### config.mk
export PLATFORM = sky130hd
export DESIGN_NAME = sync_flywheel
export DESIGN_NICKNAME = d
export VERILOG_FILES = /design/src/rtl/sync_flywheel.sv
export SDC_FILE = /design/constraint.sdc
export NUM_CORES = 1
export LEC_CHECK = 0
export BUFFER_PORTS_ARGS = -buffer_cell sky130_fd_sc_hd__buf_2
export CORE_ASPECT_RATIO = 1.75
export CORE_MARGIN = 4
export CORE_UTILIZATION = 40
export CTS_CLUSTER_DIAMETER = 30
export DETAILED_ROUTE_END_ITERATION = 10
export RECOVER_POWER = 100
export SLEW_MARGIN = 40
export SYNTH_ARGS = -nofsm -noshare
export SYNTH_HDL_FRONTEND = slang
export SYNTH_SLANG_ARGS = --single-unit
export TNS_END_PERCENT = 5
### constraint.sdc
create_clock -name clk -period 4.3 [get_ports clk]
set_input_delay 0.43 -clock clk [delete_from_list [all_inputs] [get_ports clk]]
set_output_delay 0.43 -clock clk [all_outputs]
set_load 0.005 [all_outputs]
### src/rtl/sync_flywheel.sv
// Sync flywheel: checks and locks to a periodic input sync, then regenerates a clean one.
// Optional SYNC_FLYWHEEL_REALIGN_EN re-phases to an off-time sync while locked.
module sync_flywheel #(
  parameter int PERIOD     = 1024,
  parameter int LOCK_COUNT = 4,
  parameter int MISS_LIMIT = 3
) (
  input  logic        clk,
  input  logic        rst,
  input  logic        ce,
  input  logic        din,
  output logic        dout,
  output logic        locked,
  output logic        sync_err,
  output logic [15:0] err_count
);

  localparam int CW = (PERIOD > 2) ? $clog2(PERIOD) : 1;
  localparam int GW = $clog2(LOCK_COUNT + 1);
  localparam int MW = $clog2(MISS_LIMIT + 1);

  localparam logic [CW-1:0] CTR_MAX   = CW'(PERIOD - 1);
  localparam logic [GW-1:0] GOOD_LAST = GW'(LOCK_COUNT - 1);
  localparam logic [MW-1:0] MISS_LAST = MW'(MISS_LIMIT - 1);

  typedef enum logic [1:0] {
    UNLOCKED = 2'd0,
    ACQUIRE  = 2'd1,
    LOCKED   = 2'd2
  } state_t;

  state_t      state_q, state_d;
  logic [CW-1:0] ctr_q, ctr_d;
  logic [GW-1:0] good_q, good_d;
  logic [MW-1:0] miss_q, miss_d;
  logic        dout_q, dout_d;
  logic        lock_q, lock_d;
  logic        err_q, err_d;
  logic [15:0] cnt_q, cnt_d;
  logic        slot;

  always_comb begin
    state_d = state_q;
    ctr_d   = ctr_q;
    good_d  = good_q;
    miss_d  = miss_q;
    dout_d  = 1'b0;
    err_d   = 1'b0;
    cnt_d   = cnt_q;
    slot    = (ctr_q == CTR_MAX);
    if (ce) begin
      ctr_d = slot ? '0 : ctr_q + 1'b1;
      unique case (state_q)
        UNLOCKED: begin
          if (din) begin
            ctr_d   = '0;
            good_d  = GW'(1);
            state_d = ACQUIRE;
          end
        end
        ACQUIRE: begin
          if (din && slot) begin
            good_d = good_q + 1'b1;
            if (good_q == GOOD_LAST) begin
              state_d = LOCKED;
              miss_d  = '0;
              dout_d  = 1'b1;
            end
          end else if (din) begin
            ctr_d  = '0;
            good_d = GW'(1);
          end else if (slot) begin
            state_d = UNLOCKED;
            good_d  = '0;
          end
        end
        LOCKED: begin
          dout_d = slot;
          if (din && slot) begin
            miss_d = '0;
          end else if (slot) begin
            // the slot that drops lock still emits its dout
            if (miss_q == MISS_LAST) begin
              state_d = UNLOCKED;
              good_d  = '0;
              miss_d  = '0;
            end else begin
              miss_d = miss_q + 1'b1;
            end
          end else if (din) begin
            err_d = 1'b1;
            if (cnt_q != 16'hFFFF) cnt_d = cnt_q + 16'd1;
`ifdef SYNC_FLYWHEEL_REALIGN_EN
            ctr_d  = '0;
            miss_d = '0;
`else
            ctr_d  = ctr_d;
`endif
          end
        end
        default: begin
          state_d = UNLOCKED;
          good_d  = '0;
          miss_d  = '0;
        end
      endcase
    end
    lock_d = (state_d == LOCKED);
  end

  always_ff @(posedge clk) begin
    if (rst) begin
      state_q <= UNLOCKED;
      ctr_q   <= '0;
      good_q  <= '0;
      miss_q  <= '0;
      dout_q  <= 1'b0;
      lock_q  <= 1'b0;
      err_q   <= 1'b0;
      cnt_q   <= '0;
    end else begin
      state_q <= state_d;
      ctr_q   <= ctr_d;
      good_q  <= good_d;
      miss_q  <= miss_d;
      dout_q  <= dout_d;
      lock_q  <= lock_d;
      err_q   <= err_d;
      cnt_q   <= cnt_d;
    end
  end

  assign dout      = dout_q;
  assign locked    = lock_q;
  assign sync_err  = err_q;
  assign err_count = cnt_q;

endmodule
After elaboration in Yosys (flattened, before gate mapping) --
Cells that the tools add are included.
Storage, ports and cells: register bits 36, input bits 4, output and inout bits 19, logic and storage cells 71
Cells by class: $add $sub $neg 4, eq/ne operators 15, mux-type cells 32, bitwise operators 5, reductions and logical operators 7
Operators by type and width (count):
- 10-bit two-way mux | 3
- 2-bit two-way mux | 14
- 3-bit two-way mux | 7
- 10-bit one-hot mux with 2 select lines | 1
- 16-bit by 1-bit adder with 16-bit output (second input constant) | 1
- 16-bit inequality test (second input constant) | 1
- 2-bit inequality test (second input constant) | 6
- 2-bit one-hot mux with 3 select lines | 2
- 6-bit AND reduction | 2
- 10-bit by 1-bit adder with 10-bit output (second input constant) | 1
- 10-bit == test (second input constant) | 1
- 3-bit one-hot mux with 3 select lines | 1
- 2-bit == test (second input constant) | 3
- 1-bit inverter | 5
- 5-bit AND reduction | 1
- 5-bit OR reduction | 1
- 4-bit inequality test (second input constant) | 1
- 3-bit by 1-bit adder with 3-bit output (second input constant) | 1
- 3-bit by 2-bit == test with 1-bit output (second input constant) | 1
- 1-bit two-way mux | 3
- 3-bit inequality test (second input constant) | 1
- 2-bit by 1-bit adder with 2-bit output (second input constant) | 1
- 2-bit by 1-bit == test with 1-bit output (second input constant) | 1
- 2-bit logical NOT | 1
- 3 further kinds | 3

Longest topological paths before layout --
word-level depth 7, mapped depth 8, mapped depth without buffers 7

Worst setup path after synthesis --
OpenSTA, ideal clock, no wires.
path type flip-flop to flip-flop, start reg cnt_q[0] (netlist: err_count[0]), end reg cnt_q[1] (netlist: err_count[1]), library setup time 0.128 ns, arrival 1.779 ns, data required time 4.172 ns, setup slack 2.393 ns, cell stages (with the launch flop) 8, buffers on the path 1, clock period less this slack 1.907 ns, path through dfxtp_1 -> ha_1 -> inv_1 -> or4_1 -> o21ai_1 -> buf_4 -> mux2i_1 -> nor2_1
On the way: cells in the longest elaborated chain, start to end 2, elaborated cells on any way between the ends 3, classes of those cells add/sub: 1; eq/ne: 1; reduce/logical: 1
RTL lines:
- from (decl) | RTL line 39 | logic [15:0] cnt_q, cnt_d;
- from (signal assigned) | RTL line 129 | cnt_q <= cnt_d;
- parallel branches: the longest is 2 deep, another holds 16-bit by 1-bit adder with 16-bit output
Parallel ways; which one is timed is not known. A chain may end at the register's enable or synchronous reset.

Worst setup path in the final report --
Same ends and word-level chain as after synthesis.

==> summary.md <==
| Metric | Value |
|---|---|
| Final setup TNS | 0 ns |
| Gr usage total | 15.7% |
| Largest fanout on the critical path | 12 |
| Final non-filler cell total | 302 |
| Fraction of the yosys area taken by sequential cells | 37.4% |
| Max VDD drop | 0.231 mV |
| Syn. warnings | 0 |
| Number of flops mapped to enable cells by yosys | 0 |
| Share of cells above drive strength 1 | 11.2% |
| Minimum clock period | 2.67 ns |
| Max-slew violations | 0 |
| Setup crit end kind | flip-flop |
| Clk network pwr share | 39.8% |
| Worst Path Required | 4.46 ns |
| Synth Register Bits | 36 |
| RSZ-0062 raised after global routing | no |
| Synth Flop Type | dfxtp_1 |
| Comb power frac | around 5.6% |
| Detailed Routing Iterations Pass 1 | 4 |
| Initial drt markers | just under 90 |
| FMAX | 374 MHz |
| Layout Nets | 261 |
| Power Density | between 200 and 300 nW/um2 |
| Pin count of the biggest net entering global routing | 24 |
| Most common cell in the netlist | dfxtp_1 |
| Max Cap Violations | 0 |
| WL/cell | 14.6 um |
| Psw | 0.142 mW |
| Rows | 33 |
| Slew of the pin with the lowest slew margin | ~1.1 ns |
| Syn Nets | ~240 |
| Placed Cells | a little under 300 |
| First-pass GRT wire length | 7360 um |
| Avg Cell Area, Syn | 8.49 um2 |
| Library cells used by synthesis | 48 |
| Critical Path AT | between 2 and 3 ns |
| Most frequent cells after synthesis | 36 x dfxtp_1, 21 x nor2_1, 16 x nand2_1 |
| Final period util | 62.2% |
| ANT cells | 0 |
| Fill cell count | 488 |
| Area of the multi-input gates | 1100 um2 |
| Core ar. | 4670 um2 |
| Setup Fix Bufs, Post-CTS | 0 |
| Die Area | between 6000 and 7000 um2 |
| Top-area cell type share of the netlist area | a little under two fifths |
| Avg Vias per Cell | between 5 and 6 |
| CTS resizes | 0 |
| Final Routed Wirelength | 4420 um |
| Net Sw Frac | 22.9% |
| Routed vias | between 1,500 and 2,000 |
| Post-CTS Hold Fix Bufs | 0 |
| Crit Path Class | flip-flop to flip-flop |
| Static leakage | a little under 0.8 nW |
| Antenna-violating nets left | 0 |
| Clock Tree Root | clkbuf_8 |
| Seq pwr share | between 50% and 60% |
| Sink Count | 36 |
| IO Port Bufs | 22 |
| GRT overflow | 0 |
| Gpl congestion | 0.813 |
| Post-route setup slack | 1.63 ns |
| DP HPWL | 3310 um |
| Top Ports | 23 |
| Area leader, netlist | dfxtp_1 |
| Initial antenna violation count | 0 |
| Synth area leaders | dfxtp_1 37%, ha_1 5.2%, nor2_1 4.1% |
| Cells after Synth | 227 |
| Crit path launch type | flip-flop |
| FF/Latch Area | 721 um2 |
| Post-Syn Area | 1930 um2 |
| P_int | 0.478 mW |
| DIE WIDTH | about 60 um |
| DP Worst Slack | 1.93 ns |
| Clock skew | 0.00360 ns |
| CTS tree | built |
| CTS max path bufs | 2 |
| Initial Utilization | between 40 and 50% |
| Fin util | 45.5% |
| Hold Path Class | flip-flop to flip-flop |
| Vias in the first global route | about 1,700 |
| P&R area growth vs syn | 10.1% |
| Clock transition at path regs | 0.07 ns |
| Die height | 99.8 um |
| CTS H-Tree Depth | 2 |
| Setup Viol. Count Final | 0 |
| CTS buffer count | 5 |
| Final Hold Viols | 0 |
| Status | complete, no violations |
| Slew Limit Headroom | 23.5% |
| Asr flop ratio synth | 0% |
| Drc violations | 0 |
| Clk_lat worst skew | 0.28 ns |
[placed cells by master, fill, tap and decap left out, types with 4 or more instances in the layout]
master	Yosys	final
a31oi_1	4	5
nor3_1	4	4
clkbuf_8	0	6
nor4_1	5	6
nor2_1	21	21
a21oi_1	11	11
nand3_1	13	14
nand4_1	9	9
xor2_1	8	8
inv_1	9	9
dfxtp_1	36	36
o31ai_1	4	4
or4_1	6	6
nand2_1	16	16
or3_1	5	5
and3_1	4	4
clkbuf_1	3	6
xnor2_1	7	7
ha_1	8	8
o21ai_0	3	10
buf_2	3	18
[per-stage QoR]
step | power (mW) | hold slack (ns) | cell area (um2)
floorplan | 0.372 | 0.432 | 1930
global placement | 0.382 | 0.444 | 2070
detailed placement | 0.382 | 0.457 | 2070
CTS | 0.631 | 0.467 | 2160
global route | 0.649 | 0.494 | 2120
finish | 0.621 | 0.464 | 2120
[area by class of cell]
type,count,share of cell area (%)
Timing Repair Buffer,22,4.95
Sequential cell,36,34.0
Tap cell,52,3.07
Inverter,10,1.77
Clock buffer,8,4.25
Multi-Input combinational cell,174,52.0
[power by group through the flow]
stage               clock, mW  sequential [mW]  combinational, mW
finish                  0.247            0.339             0.0345
global route            0.270            0.339             0.0392
CTS                     0.257            0.339             0.0357
detailed placement          0            0.347             0.0353
global placement            0            0.347             0.0355
floorplan                   0            0.346             0.0259
[cells by family (layout without fill, tap and decap cells)]
family | Yosys count | after routing | synth area share, %
AO/OA/AOI/OAI | 45 | 45 | 15.1
XOR/XNOR | 15 | 15 | 6.82
adder cells (fa/ha/maj) | 8 | 8 | 5.20
buffers and inverters | 17 | 40 | 3.70
flip-flops | 36 | 36 | 37.4
multiplexers | 1 | 1 | 0.520
AND/OR/NAND/NOR | 105 | 105 | 31.2
[worst max-delay path: stages (launching register included)]
cell	delay, ns
dfxtp_1	0.45
ha_1	0.26
inv_1	0.09
or4_1	0.52
o21ai_0	0.90
mux2i_1	0.27
nor2_1	0.06
[registers in the layout, summed over array words and instances (netlist names)]
signal     cells
ctr_q         10
dout           1
state_q        2
err_count     16
locked         1
good_q         3
sync_err       1
miss_q         2
[worst paths after layout]
| kind | startpoint | end | slack (ns) | cells past startpoint |
|---|---|---|---|---|
| worst min-delay path | good_q[1]$_SDFFE_PP0P_ | good_q[1]$_SDFFE_PP0P_ | 0.46 | 2 |
| worst min register to register | good_q[1]$_SDFFE_PP0P_ | good_q[1]$_SDFFE_PP0P_ | 0.46 | 2 |
| worst max register to register | err_count[0]$_SDFFE_PP0P_ | err_count[1]$_SDFFE_PP0P_ | 1.63 | 6 |
| worst max-delay path | err_count[0]$_SDFFE_PP0P_ | err_count[1]$_SDFFE_PP0P_ | 1.63 | 6 |
[per-layer routing]
metal | track usage, % | vias up | share of wire (%)
met1 | 16.5 | 801 | 42
li1 | - | 879 | -
met3 | 3.86 | 9 | 3.9
met4 | 6.84 | 0 | 2.1
met2 | 28.3 | 33 | 52
met5 | 0 | - | 0
No activity file was read; power rests on OpenSTA's default activity.
